--- src/rtl/rgmii_pkg.sv ---
`default_nettype none
// +----------------------------------------------------------------------------+
// | rgmii_pkg: shared RGMII/GMII framing constants and TX arbiter state type.   |
// | Revision: 1.0                                                               |
// +----------------------------------------------------------------------------+
package rgmii_pkg;

    localparam int PREAMBLE_BYTES      = 7;
    localparam int SFD_BYTES           = 1;
    localparam int FCS_BYTES           = 4;
    localparam int IFG_BYTES_DEF       = 12;
    localparam int MAX_FRAME_BYTES_DEF = 1526;

    typedef enum logic [1:0] {
        IDLE   = 2'd0,
        GRANT  = 2'd1,
        ACTIVE = 2'd2,
        IFG    = 2'd3
    } tx_arb_state_t;

    function automatic int max3(input int a, input int b, input int c);
        int m;
        m = (a > b) ? a : b;
        return (m > c) ? m : c;
    endfunction

endpackage
`default_nettype wire

--- src/rtl/gmii_tx_arbiter_rr.sv ---
`default_nettype none
// +----------------------------------------------------------------------------+
// | rr_arbiter: combinational round-robin pick, first request at/after ptr_i.   |
// | Revision: 1.0                                                               |
// +----------------------------------------------------------------------------+
module rr_arbiter #(
    parameter int NUM_REQ = 4,
    parameter int PTR_W   = $clog2(NUM_REQ)
) (
    input  logic [NUM_REQ-1:0] req_i,
    input  logic [PTR_W-1:0]   ptr_i,
    output logic [NUM_REQ-1:0] pick_o,
    output logic               valid_o
);

    logic [NUM_REQ-1:0] w_mask;
    logic [NUM_REQ-1:0] w_hi;
    logic [NUM_REQ-1:0] w_sel;

    // Prefer requests at or above the pointer; wrap to the full vector otherwise.
    always_comb begin
        w_mask  = ~((NUM_REQ'(1) << ptr_i) - NUM_REQ'(1));
        w_hi    = req_i & w_mask;
        w_sel   = (|w_hi) ? w_hi : req_i;
        pick_o  = w_sel & (~w_sel + NUM_REQ'(1));
        valid_o = |req_i;
    end

endmodule
`default_nettype wire

--- src/rtl/gmii_tx_arbiter.sv ---
`default_nettype none
// +----------------------------------------------------------------------------+
// | gmii_tx_arbiter: round-robin sharing of one GMII TX stream, IFG + watchdogs.|
// | Revision: 1.0                                                               |
// +----------------------------------------------------------------------------+
module gmii_tx_arbiter
    import rgmii_pkg::*;
#(
    parameter int NUM_REQ         = 4,
    parameter int GMII_WIDTH      = 8,
    parameter int IFG_BYTES       = IFG_BYTES_DEF,
    parameter int MAX_FRAME_BYTES = MAX_FRAME_BYTES_DEF,
    parameter int START_TIMEOUT   = 64
) (
    input  logic                                clk_i,
    input  logic                                rstn_i,
    input  logic [NUM_REQ-1:0]                  req_i,
    output logic [NUM_REQ-1:0]                  gnt_o,
    input  logic [NUM_REQ-1:0][GMII_WIDTH-1:0]  tx_d_i,
    input  logic [NUM_REQ-1:0]                  tx_dv_i,
    output logic [GMII_WIDTH-1:0]               tx_d_o,
    output logic                                tx_dv_o,
    output logic                                busy_o,
    output logic                                err_o,
    output logic [31:0]                         frame_cnt_o
);

    localparam int IFG_LEN = IFG_BYTES * 8 / GMII_WIDTH;
    localparam int MAX_LEN = MAX_FRAME_BYTES * 8 / GMII_WIDTH;
    localparam int TW      = $clog2(max3(MAX_LEN, START_TIMEOUT, IFG_LEN) + 1);
    localparam int IW      = $clog2(NUM_REQ);

    localparam logic [TW-1:0] C_TO_LAST  = TW'(START_TIMEOUT - 1);
    localparam logic [TW-1:0] C_LEN_LAST = TW'(MAX_LEN - 1);
    // The IDLE and GRANT cycles also show tx_dv_o low, so the IFG state itself
    // is two cycles shorter to keep the wire gap at exactly IFG_LEN.
    localparam logic [TW-1:0] C_IFG_LAST = TW'(IFG_LEN - 3);

    tx_arb_state_t           state_q;
    logic [NUM_REQ-1:0]      gnt_q;
    logic [IW-1:0]           idx_q;
    logic [IW-1:0]           ptr_q;
    logic [TW-1:0]           timer_q;
    logic [GMII_WIDTH-1:0]   tx_d_q;
    logic                    tx_dv_q;
    logic                    err_q;
    logic [31:0]             frame_cnt_q;

    logic [NUM_REQ-1:0]      w_pick;
    logic                    w_valid;
    logic [IW-1:0]           w_idx;
    logic [IW-1:0]           ptr_d;
    logic                    w_dv;
    logic                    w_req;
    logic [GMII_WIDTH-1:0]   w_d;

    rr_arbiter #(
        .NUM_REQ (NUM_REQ),
        .PTR_W   (IW)
    ) u_rr (
        .req_i   (req_i),
        .ptr_i   (ptr_q),
        .pick_o  (w_pick),
        .valid_o (w_valid)
    );

    always_comb begin
        w_idx = '0;
        for (int i = 0; i < NUM_REQ; i++) begin
            if (w_pick[i]) w_idx = IW'(i);
        end
        ptr_d = (w_idx == IW'(NUM_REQ - 1)) ? '0 : w_idx + IW'(1);
    end

    assign w_dv  = tx_dv_i[idx_q];
    assign w_req = req_i[idx_q];
    assign w_d   = tx_d_i[idx_q];

    always_ff @(posedge clk_i or negedge rstn_i) begin
        if (!rstn_i) begin
            state_q     <= IDLE;
            gnt_q       <= '0;
            idx_q       <= '0;
            ptr_q       <= '0;
            timer_q     <= '0;
            tx_d_q      <= '0;
            tx_dv_q     <= 1'b0;
            err_q       <= 1'b0;
            frame_cnt_q <= '0;
        end else begin
            err_q   <= 1'b0;
            timer_q <= timer_q + TW'(1);
            case (state_q)
                IDLE: begin
                    tx_dv_q <= 1'b0;
                    tx_d_q  <= '0;
                    timer_q <= '0;
                    if (w_valid) begin
                        gnt_q   <= w_pick;
                        idx_q   <= w_idx;
                        ptr_q   <= ptr_d;
                        state_q <= GRANT;
                    end
                end
                GRANT: begin
                    if (w_dv) begin
                        tx_dv_q <= 1'b1;
                        tx_d_q  <= w_d;
                        timer_q <= '0;
                        state_q <= ACTIVE;
                    end else if (!w_req) begin
                        gnt_q   <= '0;
                        timer_q <= '0;
                        state_q <= IDLE;
                    end else if (timer_q == C_TO_LAST) begin
                        err_q   <= 1'b1;
                        gnt_q   <= '0;
                        timer_q <= '0;
                        state_q <= IDLE;
                    end
                end
                ACTIVE: begin
                    // timer_q + 1 beats have been forwarded on entry to this cycle.
                    if (!w_dv) begin
                        tx_dv_q     <= 1'b0;
                        tx_d_q      <= '0;
                        gnt_q       <= '0;
                        frame_cnt_q <= frame_cnt_q + 32'd1;
                        timer_q     <= '0;
                        state_q     <= IFG;
                    end else if (timer_q == C_LEN_LAST) begin
                        tx_dv_q <= 1'b0;
                        tx_d_q  <= '0;
                        gnt_q   <= '0;
                        err_q   <= 1'b1;
                        timer_q <= '0;
                        state_q <= IFG;
                    end else begin
                        tx_dv_q <= 1'b1;
                        tx_d_q  <= w_d;
                    end
                end
                IFG: begin
                    tx_dv_q <= 1'b0;
                    tx_d_q  <= '0;
                    if (timer_q == C_IFG_LAST) begin
                        timer_q <= '0;
                        state_q <= IDLE;
                    end
                end
                default: state_q <= IDLE;
            endcase
        end
    end

    assign gnt_o       = gnt_q;
    assign tx_d_o      = tx_d_q;
    assign tx_dv_o     = tx_dv_q;
    assign busy_o      = (state_q != IDLE);
    assign err_o       = err_q;
    assign frame_cnt_o = frame_cnt_q;

endmodule
`default_nettype wire

--- config.mk ---
export PLATFORM = sky130hd
export DESIGN_NAME = gmii_tx_arbiter
export DESIGN_NICKNAME = d
export VERILOG_FILES = /design/src/rtl/rgmii_pkg.sv /design/src/rtl/gmii_tx_arbiter_rr.sv /design/src/rtl/gmii_tx_arbiter.sv
export SDC_FILE = /design/constraint.sdc
export NUM_CORES = 1
export LEC_CHECK = 0
export BUFFER_PORTS_ARGS = -buffer_cell sky130_fd_sc_hd__buf_4
export CORE_MARGIN = 2
export CORE_UTILIZATION = 50
export CTS_BUF_LIST = sky130_fd_sc_hd__clkbuf_16
export DETAILED_ROUTE_END_ITERATION = 8
export GPL_ROUTABILITY_DRIVEN = 1
export GPL_TIMING_DRIVEN = 0
export PLACE_DENSITY = 0.86
export SLEW_MARGIN = 20
export SYNTH_ARGS = -nofsm -noshare
export SYNTH_HDL_FRONTEND = slang
export SYNTH_SLANG_ARGS = --single-unit
--- constraint.sdc ---
create_clock -name clk_i -period 4.9 [get_ports clk_i]
set_input_delay 0.49 -clock clk_i [delete_from_list [all_inputs] [get_ports clk_i]]
set_output_delay 0.49 -clock clk_i [all_outputs]
set_load 0.1 [all_outputs]
==> results.txt <==
The run finished with clean final reports. For this block, the routed nets add up to 7780 um of wire. The tool flagged a number of max-cap violations equal to 0. Clock tree synthesis selected as its root buffer the cell clkbuf_16. In this run the remaining antenna-violating nets after routing total 0. At the worst endpoint, the arrival time is 2.85 ns. The logs give 0.490 for the relative slew slack and 3 for the maximum level of the CTS H-tree. For this design the top-level I/O count stands at 89. For the number of endpoints failing setup at the final stage, the log shows 0. STA classifies the critical path startpoint as a register. Setup slack on the worst reg-to-reg path comes out at 2.26 ns.

The largest fanout on the critical path works out to 10. In this run, synthesis produced a sequential element count of 63. The run gives 0.00326 mm2 as the synthesized cell area.

In the final timing run, aggregate negative setup slack is 0 ns. The clock reaches the later pin of the worst-skew pair after 0.33 ns. Clock-pin slew was measured on the worst setup and hold paths at 0.05 ns. The run gives 4 as the total iterations of the first detailed-routing run. The dominant register cell in the synthesized netlist is dfrtp_1. Number of placement rows: 29. The cell count after synthesis is 307, and the largest buffer count on any clock path is 2. The area growth from synthesis to layout is 32.5%. In this run the worst hold path is classified as input port to asynchronous set/reset pin.

TritonCTS built the clock tree. The first routing iteration left 147 violations. The final critical-path share of the clock period came out at 0.539. The maximum number of pins on one net before global-route repair was 64.

The run gives 0.483 as the sequential share of the synthesized area. The first global-routing pass estimated 12900 um of wire. The share of flip-flops with an asynchronous set or reset was 1.00. Setup repair after global routing left no endpoint under its margin.

The classification of the worst setup path was register to register. Across the routed clock network, the largest skew measured is 0.00634 ns. The count of buffers added on input and output ports is 88. The tools report the number of global-route vias before repair as 2729. Via density per instance: 5.52. For the die area, the log shows 0.00719 mm2. For this run, the number of Yosys warnings is 0. Counting every net in the synthesized netlist gives 356. The number of antenna diodes in the final layout is 0. For this design the ratio of total power to cell area is 593 mW/mm2.

The worst setup slack after layout came out at 2.26 ns. For the initial antenna violation count, the log shows 0. For the finished layout, the period the worst path requires is 2.64 ns. The run gives 5580 um as the detailed-placement wirelength estimate. After detailed routing, the average wire length per cell comes to 15.9 um.

The hold-fix buffer count after cts is 0, and the upper clock frequency limit is 379 MHz. The number of synthesized flops with an enable pin is 0. In this run the critical register-to-register path is launched from timer_q[1]. After clock tree synthesis, the setup repair step added 0 buffers.

The average instance area after synthesis was 10.6 um2; the total number of vias was 2695. The core region is 0.00635 mm2. The number of sinks handled by clock tree synthesis is 63. The die extent in y is 84.8 um. The total global-route track usage is 0.227, and the initial core utilization is 0.514. For this run, design rule violations remaining after detail routing come to 0. Counting cells, the worst reg-to-reg path comes to 7. In this run the critical register-to-register path is captured at gnt_o[0]. The number of buffers inserted during clock tree synthesis was 9; the actual slew at the worst max-slew pin was 0.765 ns. The logs give 0.854 for the weighted congestion at the end of routability-driven global placement and 5.11 ns for the endpoint required time on the critical path.

The static leakage was 2.05 nW. Summing all multi-input logic gate instances after layout gives 0.00157 mm2. For the number of nets in the final layout, the log shows 455. Prior to clock tree synthesis, the placed netlist has a worst setup slack of 2.29 ns.

The layout cell share with drive strength beyond 1 works out to 0.307. Synthesis instantiated 46 different standard cells from the library. The floorplan step set the die width to 84.8 um.

The final global-route overflow total was 0; the number of slew-limit violations in the final report was 0. Fill cells in the final layout number 462. Capturing element type of the critical path: a register.

The combined flip-flop and latch cell area was 0.00158 mm2. The number of failing hold endpoints at the final stage is 0, and the worst vdd rail ir drop is 460 uV. The number of gates resized after CTS is 0.
==> where the power goes <==
part	switching, mW	internal [mW]	total (mW)	leakage [nW]
combinational	0.857	0.353	1.21	1.06
clock	0.219	0.436	0.655	0.157
sequential	0.0836	0.618	0.702	0.830
==> through the flow <==
step	total power, mW	utilization	hold WS [ns]	std cells	instance area [um2]
CTS	2.58	0.681	0.279	488	4330
floorplan	1.63	-	0.194	307	3260
global placement	1.88	0.633	0.460	472	4020
global route	2.69	0.681	0.323	488	4330
detailed placement	1.92	0.633	0.477	472	4020
finish	2.57	0.681	0.252	488	4330
==> critical path: stages (launching register included) <==
cell and delay [ns]:
dfrtp_1 0.40, inv_1 0.07, ha_1 0.15, nor4bb_1 0.38
a41oi_1 0.20, o21ai_1 0.56, o2111a_1 0.41, mux2_2 0.36
==> cells in the final DEF, fill, tap and decap left out, types with 10 or more instances in the layout <==
master,count
inv_1,22
nor2_1,24
nand3_1,19
nand2_1,33
o21ai_0,11
xnor2_1,25
dfrtp_1,63
buf_4,88
mux4_2,10
xor2_1,15
==> cell usage after synthesis (3+ instances only) <==
| master | n | area [um2] |
|---|---|---|
| clkbuf_1 | 3 | 11.3 |
| inv_1 | 20 | 75.1 |
| nand2_1 | 33 | 124 |
| buf_2 | 4 | 20.0 |
| o21ai_0 | 11 | 55.1 |
| and3_1 | 3 | 18.8 |
| and4_1 | 5 | 43.8 |
| and2_1 | 3 | 18.8 |
| nor2_1 | 24 | 90.1 |
| a31oi_1 | 3 | 18.8 |
| dfrtp_1 | 63 | 1580 |
| nor4_1 | 3 | 18.8 |
| nand4_1 | 9 | 56.3 |
| nand3_1 | 19 | 95.1 |
| mux4_2 | 10 | 225 |
| xnor2_1 | 25 | 219 |
| nand2b_1 | 3 | 18.8 |
| ha_1 | 7 | 87.6 |
| nor3_1 | 6 | 30.0 |
| a21oi_1 | 4 | 20.0 |
| xor2_1 | 15 | 131 |
| mux2_2 | 5 | 56.3 |
==> sequential cells by signal (all words and copies together), names as in the netlist, named ones only <==
name and cells:
tx_d_o 8, gnt_o 4, ptr_q 2, timer_q 11, frame_cnt_o 32, state_q 1, idx_q 2, err_o 1
tx_dv_o 1
==> cell families (layout without fill, tap and decap cells) <==
family	after synthesis	count (layout)	synth area share
AO/OA/AOI/OAI	31	31	0.0602
multiplexers	16	16	0.0893
flip-flops	63	63	0.483
adder cells (fa/ha/maj)	7	7	0.0268
AND/OR/NAND/NOR	122	122	0.197
XOR/XNOR	40	40	0.107
buffers and inverters	28	132	0.0360
==> metal layers <==
layer | share of wire | global-route usage
met1 | 0.40 | 0.275
met2 | 0.52 | 0.401
met3 | 0.066 | 0.0590
met4 | 0.013 | 0.0664
met5 | 0 | 0
==> area by class of cell <==
cell class,instances,area share
flip-flops and latches,63,0.364
repair buffers,88,0.153
well taps,77,0.0223
clock buffers,9,0.0521
multi-input cells,216,0.363
clock inverters,7,0.0185
plain buffers,8,0.00983
inverters,20,0.0174
==> how the worst max path moves through the flow <==
stage	start	end	slack, ns	depth (start not counted)
global placement	timer_q[1]	gnt_o[1]	2.35	7
global route	timer_q[1]	gnt_o[0]	2.02	7
detailed placement	timer_q[1]	gnt_o[1]	2.29	7
CTS	timer_q[1]	gnt_o[1]	2.26	7
floorplan	frame_cnt_o[11]	frame_cnt_o[27]	2.24	6
finish	timer_q[1]	gnt_o[0]	2.26	7
Note: power is estimated with default switching activity, not from simulation.
